**src/rtl/dmem_pkg.sv**
```systemverilog
`default_nettype none
// ============================================================================
// Module      : dmem_pkg
// Description : Shared types and constants for the data-memory arbiter:
//               transaction state encoding, access error causes, data width.
// Revision    : 1.0 - initial release
// ============================================================================
package dmem_pkg;

    // Width of one memory word and of all data buses around the memory
    localparam int unsigned c_data_w = 64;

    // Arbiter transaction sequencing: accept -> memory access -> response
    typedef enum logic [1:0] {
        IDLE   = 2'd0,
        ACCESS = 2'd1,
        RESP   = 2'd2
    } dmem_arb_state_t;

    // Reason an access was refused; NONE means it may reach the memory
    typedef enum logic [1:0] {
        NONE     = 2'd0,
        MISALIGN = 2'd1,
        RANGE    = 2'd2,
        ROM_WR   = 2'd3
    } dmem_err_t;

endpackage
`default_nettype wire

```
**src/rtl/dmem_access_check.sv**
```systemverilog
`default_nettype none
// ============================================================================
// Module      : dmem_access_check
// Description : Combinational legality check of a latched memory request.
//               Misalignment is reported first, then out-of-range, then a
//               write into the read-only region at the bottom of memory.
// Revision    : 1.0 - initial release
// ============================================================================
module dmem_access_check
    import dmem_pkg::*;
#(
    parameter int unsigned mem_size = 256,
    parameter int unsigned rom_size = 8,
    parameter int unsigned addr_w   = 32
) (
    input  logic              we_i,
    input  logic [addr_w-1:0] addr_i,
    output dmem_err_t         err_o
);

    localparam logic [addr_w-1:0] c_mem_words = addr_w'(mem_size);
    localparam logic [addr_w-1:0] c_rom_words = addr_w'(rom_size);

    // Word index of the byte address (memory words are 8 bytes wide)
    logic [addr_w-1:0] w_word;
    assign w_word = addr_i >> 3;

    // Classify the access; the first matching rule gives the cause
    always_comb begin
        err_o = NONE;
        if (addr_i[2:0] != 3'b000) begin
            err_o = MISALIGN;
        end else if (w_word >= c_mem_words) begin
            err_o = RANGE;
        end else if (we_i && (w_word < c_rom_words)) begin
            err_o = ROM_WR;
        end
    end

endmodule
`default_nettype wire

```
**src/rtl/dmem_arbiter.sv**
```systemverilog
`default_nettype none
// ============================================================================
// Module      : dmem_arbiter
// Description : Two-requester arbiter and sequencer in front of the
//               single-port 64-bit data memory. Requester 0 is the core
//               load/store unit, requester 1 the debug/loader port. Every
//               access is a three-cycle transaction (accept, access,
//               respond); illegal accesses never reach the memory.
// Config      : DMEM_ARB_RR_EN - defined: round-robin on ties;
//               undefined: fixed priority, requester 0 always wins ties.
// Revision    : 1.0 - initial release
// ============================================================================
module dmem_arbiter
    import dmem_pkg::*;
#(
    parameter int unsigned mem_size = 256,
    parameter int unsigned rom_size = 8,
    parameter int unsigned addr_w   = 32
) (
    input  logic                        clk,
    input  logic                        rst,
    input  logic [1:0]                  req_valid,
    output logic [1:0]                  req_ready,
    input  logic [1:0]                  req_we,
    input  logic [1:0][addr_w-1:0]      req_addr,
    input  logic [1:0][c_data_w-1:0]    req_wdata,
    output logic [1:0]                  rsp_valid,
    output logic                        rsp_err,
    output logic [c_data_w-1:0]         rsp_rdata,
    output logic [addr_w-1:0]           mem_addr,
    output logic [c_data_w-1:0]         mem_wr_data,
    output logic                        mem_wr_enable,
    output logic                        mem_rd_enable,
    input  logic [c_data_w-1:0]         mem_rd_data
);

    dmem_arb_state_t       state_q;
    dmem_arb_state_t       state_d;

    // Latched transaction
    logic                  winner_q;
    logic                  we_q;
    logic [addr_w-1:0]     addr_q;
    logic [c_data_w-1:0]   wdata_q;

    // Response register, filled during the access cycle
    logic                  err_q;
    logic [c_data_w-1:0]   rdata_q;

    logic                  w_any_req;
    logic                  w_grant;
    logic                  w_legal;
    dmem_err_t             w_err_cause;

`ifdef DMEM_ARB_RR_EN
    logic                  last_grant_q;
`endif

    assign w_any_req = |req_valid;

    // Pick the requester to serve when both are asking
    always_comb begin
        w_grant = 1'b0;
        if (req_valid == 2'b11) begin
`ifdef DMEM_ARB_RR_EN
            w_grant = ~last_grant_q;
`else
            w_grant = 1'b0;
`endif
        end else if (req_valid[1]) begin
            w_grant = 1'b1;
        end
    end

    dmem_access_check #(
        .mem_size (mem_size),
        .rom_size (rom_size),
        .addr_w   (addr_w)
    ) u_access_check (
        .we_i     (we_q),
        .addr_i   (addr_q),
        .err_o    (w_err_cause)
    );

    assign w_legal = (w_err_cause == NONE);

    // State register
    always_ff @(posedge clk) begin
        if (rst) begin
            state_q <= IDLE;
        end else begin
            state_q <= state_d;
        end
    end

    // Next-state: one access every three cycles, IDLE waits for a request
    always_comb begin
        state_d = state_q;
        case (state_q)
            IDLE:    if (w_any_req) state_d = ACCESS;
            ACCESS:  state_d = RESP;
            RESP:    state_d = IDLE;
            default: state_d = IDLE;
        endcase
    end

    // Outputs: accept pulse, memory strobes and response pulse; all held low
    // while reset is asserted so an in-flight write cannot land in memory
    always_comb begin
        req_ready     = '0;
        rsp_valid     = '0;
        rsp_err       = 1'b0;
        rsp_rdata     = '0;
        mem_addr      = '0;
        mem_wr_data   = '0;
        mem_wr_enable = 1'b0;
        mem_rd_enable = 1'b0;
        if (!rst) begin
            case (state_q)
                IDLE: begin
                    if (w_any_req) req_ready[w_grant] = 1'b1;
                end
                ACCESS: begin
                    if (w_legal) begin
                        mem_addr      = addr_q;
                        mem_wr_enable = we_q;
                        mem_rd_enable = ~we_q;
                        if (we_q) mem_wr_data = wdata_q;
                    end
                end
                RESP: begin
                    rsp_valid[winner_q] = 1'b1;
                    rsp_err             = err_q;
                    rsp_rdata           = rdata_q;
                end
                default: ;
            endcase
        end
    end

    // Latch the accepted request, then capture the access result
    always_ff @(posedge clk) begin
        if (rst) begin
            winner_q <= 1'b0;
            we_q     <= 1'b0;
            addr_q   <= '0;
            wdata_q  <= '0;
            err_q    <= 1'b0;
            rdata_q  <= '0;
        end else begin
            case (state_q)
                IDLE: begin
                    if (w_any_req) begin
                        winner_q <= w_grant;
                        we_q     <= req_we[w_grant];
                        addr_q   <= req_addr[w_grant];
                        wdata_q  <= req_wdata[w_grant];
                    end
                end
                ACCESS: begin
                    err_q   <= ~w_legal;
                    rdata_q <= (w_legal && !we_q) ? mem_rd_data : '0;
                end
                default: ;
            endcase
        end
    end

`ifdef DMEM_ARB_RR_EN
    // Remember who was served last so the next tie goes to the other side;
    // reset value 1 lets requester 0 win the first tie
    always_ff @(posedge clk) begin
        if (rst) begin
            last_grant_q <= 1'b1;
        end else if (state_q == RESP) begin
            last_grant_q <= winner_q;
        end
    end
`endif

endmodule
`default_nettype wire
```
**config.mk**
```make
export PLATFORM = sky130hd
export DESIGN_NAME = dmem_arbiter
export DESIGN_NICKNAME = d
export VERILOG_FILES = /design/src/rtl/dmem_pkg.sv /design/src/rtl/dmem_access_check.sv /design/src/rtl/dmem_arbiter.sv
export SDC_FILE = /design/constraint.sdc
export NUM_CORES = 1
export LEC_CHECK = 0
export ABC_AREA = 1
export CAP_MARGIN = 20
export CORE_AREA = 2 2 166 168
export DETAILED_ROUTE_END_ITERATION = 8
export DIE_AREA = 0 0 168 170
export HOLD_SLACK_MARGIN = 0.02
export PLACE_DENSITY = 0.75
export SYNTH_ARGS = -nofsm -noshare
export SYNTH_HDL_FRONTEND = slang
export SYNTH_HIERARCHICAL = 1
export SYNTH_SLANG_ARGS = --single-unit
```
**constraint.sdc**
```tcl
create_clock -name clk -period 2.5 [get_ports clk]
set_input_delay 0.75 -clock clk [delete_from_list [all_inputs] [get_ports clk]]
set_output_delay 0.75 -clock clk [all_outputs]
set_load 0.03 [all_outputs]
```
==> impl_metrics.env <==
export IMPL_root_buffer="clkbuf_16"
export IMPL_wl_um=34300
export IMPL_skew_ns=0.0169
export IMPL_grt_pass1_vias=10167
export IMPL_yosysWarnings=6
export IMPL_startpoint_type="register"
export IMPL_syn_cell_area_sq_mm=0.00886
export IMPL_setup_ws_ns=-0.544
export IMPL_layout_drive_gt1_share_pct=23.4
export IMPL_hold_buffers=0
export IMPL_rows=60
export IMPL_endpoint_kind="output pin"
export IMPL_vias=10793
export IMPL_io_buffers=428
export IMPL_reg2reg_depth=14
export IMPL_layout_commonest_cell="nand2_1"
export IMPL_hold_start="err_q$_SDFFE_PP0N_"
export IMPL_synth_seq_cells=165
export IMPL_die_area_sq_mm=0.0286
export IMPL_r2r_end="rdata_q[22]$_SDFFE_PP0N_"
export IMPL_drt_pass1_iterations=7
export IMPL_via_per_inst=4.68
export IMPL_clock_sinks=165
export IMPL_fin_area_sq_mm=0.0156
export IMPL_wire_per_inst_um=14.9
export IMPL_die_w_um=168
export IMPL_grtUsageTotal_pct=23.0
export IMPL_crit_required_ns=1.75
export IMPL_finalHoldViolCount=0
export IMPL_syn_instance_count=1538
export IMPL_ys_seq_area_share_pct=37.3
export IMPL_grt_max_degree=98
export IMPL_area_growth_synth_to_final_pct=75.9
export IMPL_setup_viol=98
export IMPL_avgSynthCellArea_sq_um=5.76
export IMPL_pwr_share_clk_pct=35.1
export IMPL_whs_path_depth=2
export IMPL_core_area_sq_mm=0.0267
export IMPL_r2r_slack_ns=0.33
export IMPL_min_period_ns=3.04
export IMPL_crit_type="reg -> out"
export IMPL_regToRegStartpoint="addr_q[28]$_SDFFE_PP0P_"
export IMPL_synthesis_nets=1800
export IMPL_p_seq_share_pct=39.6
export IMPL_p_switching_w=0.00236
export IMPL_place_congestion=0.856
export IMPL_yosys_cell_types_count=17
export IMPL_pre_cts_slack_ns=-0.406
export IMPL_cp_arrival_ns=2.29
export IMPL_io_pins=429
export IMPL_final_period_utilization_pct=122
export IMPL_grt_pass1_wl_um=52300
export IMPL_leakage_nw=7.13
export IMPL_clock_fmax_ghz=0.329
export IMPL_cts_buffers=17
export IMPL_final_antenna_net_count=0
export IMPL_clk_latency_ns=0.43
export IMPL_worst_ir_drop_vdd_v=0.000346
export IMPL_cts_tree="built"
export IMPL_maxSlewHeadroom_pct=54.5
export IMPL_path_max_fanout=10
export IMPL_rsz0062_at_grt="yes"
export IMPL_drt_iter0_markers=762
export IMPL_p_int_w=0.00505
export IMPL_drc_errors=0
export IMPL_p_sw_share_pct=31.8
export IMPL_powerDensity_mw_per_mm2=475
export IMPL_floorplan_initialDensity_pct=33.2
export IMPL_finalNetCount=2213
export IMPL_grt_remaining_overflow=0
export IMPL_clk_pin_slew_ns=0.07
export IMPL_final_cell_mix="594 x nand2_1, 258 x clkdlybuf4s50_1, 211 x nor2_1, 165 x nand3_1, 161 x dfxtp_1"
export IMPL_htreeDepth=4
export IMPL_violations="setup timing"
export IMPL_antenna_found_initial=1
export IMPL_die_h_um=170
export IMPL_pwr_share_comb_pct=25.3
export IMPL_ctsLongestPathBuffers=2
export IMPL_drv_slew=0
export IMPL_cap_violations=0
export IMPL_min_path_type="reg -> reg"
export IMPL_hpwl_um=23200
export IMPL_whs_endpoint="err_q$_SDFFE_PP0N_"
export IMPL_run_status="finished, violations left"
export IMPL_dpl_cell_area_sq_mm=0.0137
export IMPL_worstMarginPinSlew_ns=0.682
-- power groups by stage --
stage	Combinational [W]	Clock, W	Sequential [W]
final	0.00187	0.00260	0.00293
after global routing	0.00207	0.00278	0.00295
after CTS	0.00183	0.00267	0.00293
after detailed placement	0.00169	0	0.00299
after global placement	0.00167	0	0.00298
after floorplan	0.000949	0	0.00296
-- final cells by class --
class                           count  area, sq um
Sequential cell                   165         3310
Timing Repair inverter              2         17.5
Inverter                          109          422
Clock inverter                     14          134
Fill cell                        2394        11100
Tap cell                          341          427
Clock buffer                       18          439
Timing Repair Buffer              503         5340
Antenna cell                        1         2.50
Multi-Input combinational cell   1153         5490
-- through the flow --
stage | setup TNS [ns] | total power (W) | hold slack [ns] | instances | util [%]
final | -49.19 | 0.00740 | 0.452 | 2306 | 58.5
after global routing | -59.92 | 0.00781 | 0.470 | 2305 | 58.5
after CTS | -44.73 | 0.00743 | 0.454 | 2303 | 57.7
after detailed placement | -48.01 | 0.00467 | 0.443 | 2251 | 51.4
after global placement | -44.78 | 0.00465 | 0.435 | 2251 | 51.4
after floorplan | -6.50 | 0.00391 | 0.428 | 1538 | -
-- worst max-delay path by stage --
stage / from / depth (start not counted) / endpoint
floorplan: addr_q[15]$_SDFFE_PP0P_ / 9 / mem_addr[22]
global placement: rst / 7 / rsp_rdata[54]
detailed placement: rst / 7 / rsp_rdata[54]
CTS: addr_q[15]$_SDFFE_PP0P_ / 12 / mem_wr_data[14]
global route: addr_q[15]$_SDFFE_PP0P_ / 12 / mem_wr_data[48]
finish: addr_q[28]$_SDFFE_PP0P_ / 13 / mem_wr_data[55]
-- worst max-delay path, stage by stage, from the launching register on --
cell and delay, ns:
dfxtp_1 0.32, nor2_1 0.12, nand2_1 0.10, nor2_2 0.12, nand3_1 0.10, nor2_1 0.11
nor2_1 0.06, nor2_2 0.13, buf_6 0.12, nand3_4 0.08, buf_12 0.17, buf_12 0.17
nor2_4 0.11, buf_6 0.14
-- kinds of logic after synthesis --
logic type / after synthesis / share of synthesized area, %
AOI/OAI and AO/OA: 2 / 0.113
buffers and inverters: 220 / 10.8
DFF: 165 / 37.3
and+or+nand+nor: 1151 / 51.8
-- flip-flops by register name, summed over array words and instances, names as in the netlist --
name / flops
state_q: 2
err_q: 1
winner_q: 1
rdata_q: 64
wdata_q: 64
we_q: 1
addr_q: 32
-- synthesized netlist by cell type, drive strengths merged --
library cell | n | area (sq um)
nand3 | 166 | 831
nand2 | 600 | 2250
nor3 | 33 | 165
nor2 | 350 | 1330
a21oi | 2 | 10.0
nand4 | 1 | 6.26
buf | 72 | 399
clkbuf | 39 | 146
or2 | 1 | 6.26
dfxtp | 165 | 3300
inv | 109 | 409
-- routing by layer --
layer	wire (um)	up-vias	global-route usage (%)
met5	0	-	0
met4	996	0	8.54
met3	2400	62	5.35
met2	16600	438	39.9
met1	14300	4824	27.7
li1	-	5469	-
-- what timing repair did --
action	4_1_cts	5_1_grt
cloned	13	2
gates resized for setup	191	38
pin swaps	11	7
endpoints found under the setup margin	166	99
setup buffers	7	0
(Power assumes the default switching activity.)
==> edit: new RTL, same settings <==
Encoding of `dmem_arb_state_t`: now one-hot (3 bits for 3 states).
--- a/src/rtl/dmem_pkg.sv
+++ b/src/rtl/dmem_pkg.sv
@@ -13,6 +13,6 @@
     // Arbiter transaction sequencing: accept -> memory access -> response
-    typedef enum logic [1:0] {
-        IDLE   = 2'd0,
-        ACCESS = 2'd1,
-        RESP   = 2'd2
+    typedef enum logic [2:0] {
+        IDLE   = 3'b001,
+        ACCESS = 3'b010,
+        RESP   = 3'b100
     } dmem_arb_state_t;
Function: same outputs for any inputs over 4 cycles, from zero or initial values and one cycle with rst high; so few cycles prove little.
==> edit against the unedited design <==
- synthesized area is 1.3% lower
- wire length shrank 3.3%
- sequential cell count rose by 1
- cell area is 1.5% higher
- critical path type unchanged
- worst setup slack gained 0.052 ns
- cell count about the same
- total power is 5.5% higher
- the flow still finishes with violations (negative setup slack)
- synthesized cell count fell by 0.72%
- maximum frequency is 1.7% higher
==> edit: results (changes against the unedited design) <==
* Outcome: finished, violations left
* Failing checks: negative setup slack
* Final HPWL DP at 22.6 mm (-2.8%)
* FF-to-FF End: rdata_q[37]$_SDFFE_PP0N_
* Sequential-to-total area share from yosys stat at 0.380 (+0.00736)
* Worst slew pin tran at 0.992 ns (+0.310 ns)
* Critical-path maximum fanout at 23 (+13)
* Worst vdd ir at 0.388 mV (+12%)
* Worst r2r path cells at 16 (+2)
* Top post-synthesis cells by count: nand2_1, nor2_1, inv_1, dfxtp_1, nand3_1
* Hold Startpoint: rdata_q[28]$_SDFFE_PP0N_
* Drt first-iter violations at 723 (-5.1%)
* All-Layer GR Usage at 0.215 (-0.0143)
* Setup_tns at -44.37 ns (+4.82 ns)
* Number of diodes at 0 (-1)
* FILL cells at 2337 (-2.4%)
* Vias at 10600 (-2.1%)
* Crit path arrival time at 2.24 ns (-0.05 ns)
* Initial antenna violation count at 0 (-1)
* Largest net degree at the start of global routing at 92 (-6.1%)
* Layout cells sized above 1 at 0.225 (-0.00849)
* Post-synth net total at 1789 (-0.61%)
* Leakage at 7.47 nW (+4.6%)
* Number of global-route vias before repair at 10100 (-0.21%)
* R2R setup slack at 0.16 ns (-0.17 ns)
* Final setup fails at 140 (+43%)
* DRT Pass-1 Iters at 5 (-2)
* # nets final at 2216 (+0.14%)
* Placed Area at 13600 µm² (-0.47%)
* Synth async-reset ratio at 0 (unchanged)
* Dominant cells by area after synthesis: dfxtp_1, nand2_1, nor2_1
* Worst r2r src: addr_q[23]$_SDFFE_PP0P_
* Sink of the worst hold path: rdata_q[28]$_SDFFE_PP0N_
* CTS clk-pin slew, worst paths at 0.08 ns
* Library cells used by synthesis at 20 (+3)
* Final wirelength at 33.1 mm (-3.3%)
* GP Congestion at 0.840 (-1.8%)
* First-pass GRT wire length at 49.7 mm (-5.0%)
* Final setup skew at 0.0160 ns (-0.000995 ns)
* Worst setup margin at -0.492 ns (+0.0520 ns)
## edit: cell count changes after synthesis, sizes merged
cell	delta
nor2	+12
clkbuf	-5
buf	-14
inv	+67
nand4	+1
nand3	-96
dfxtp	+1
a21oi	+1
o21ai	+1
nand2	+21
## edit: layout make-up
type	instances	share of cell area
Inverter	176	0.0424
Tap cell	341	0.0270
Sequential cell	166	0.211
Clock inverter	15	0.0114
Timing Repair Buffer	500	0.344
Multi-Input combinational cell	1093	0.338
Clock buffer	17	0.0269
## edit: cells by family (layout without fill, tap and decap cells)
logic type / count (synthesis) / after routing / share of synthesized area
buffers and inverters: 268 / 708 / 0.129
AO/OA/AOI/OAI: 4 / 4 / 0.00229
flip-flops: 166 / 166 / 0.380
AND/OR/NAND/NOR: 1089 / 1089 / 0.489
## edit: worst max-delay path by stage
stage / cells after the start / endpoint / slack [ns] / startpoint
after floorplan: 10 / mem_wr_data[54] / -0.11 / addr_q[15]$_SDFFE_PP0P_
after global placement: 8 / mem_wr_data[7] / -0.44 / rst
after detailed placement: 8 / rsp_rdata[10] / -0.47 / rst
after CTS: 12 / mem_wr_data[1] / -0.47 / addr_q[22]$_SDFFE_PP0P_
after global routing: 12 / mem_wr_data[3] / -0.63 / addr_q[19]$_SDFFE_PP0P_
final: 11 / mem_wr_data[39] / -0.49 / addr_q[23]$_SDFFE_PP0P_
## edit: routing by layer
| layer | routed length (µm) | global-route usage |
|---|---|---|
| met5 | 0 | 0 |
| met4 | 1100 | 0.0794 |
| met3 | 2240 | 0.0456 |
| met2 | 16900 | 0.399 |
| met1 | 12900 | 0.243 |
## edit: what timing repair did
| action | in CTS | in global routing |
|---|---|---|
| cloned | 7 | 3 |
| setup endpoints to repair | 167 | 192 |
| setup buffers | 14 | 2 |
| resized for setup | 179 | 169 |
| pin swaps | 16 | 20 |
## edit: critical path: stages (launching register included)
cell and delay, ns:
dfxtp_2 0.33, nor2_2 0.10, nand2_1 0.07, nor2_2 0.16
nand3_1 0.08, nor2_1 0.12, nor2_2 0.06, nor2_4 0.16
nand3_4 0.18, clkbuf_16 0.25, nor2_1 0.12, buf_4 0.18
## edit: where the power goes
group          switching (mW)  leakage (nW)  total (mW)  internal, mW
logic                    1.18          5.81        2.12         0.939
clock network            1.25         0.295        2.69          1.44
registers               0.100          1.36        3.00          2.90
## edit: per-stage QoR
stage          instances   util  hold slack [ns]  worst slack [ns]  power [mW]
2_1_floorplan       1527      -            0.448            -0.114        4.23
3_3_place_gp        2254  0.511            0.458            -0.437        5.00
3_5_place_dp        2254  0.511            0.462            -0.471        5.04
4_1_cts             2307  0.570            0.475            -0.471        7.82
5_1_grt             2308  0.593            0.490            -0.634        8.28
6_report            2308  0.593            0.471            -0.492        7.81
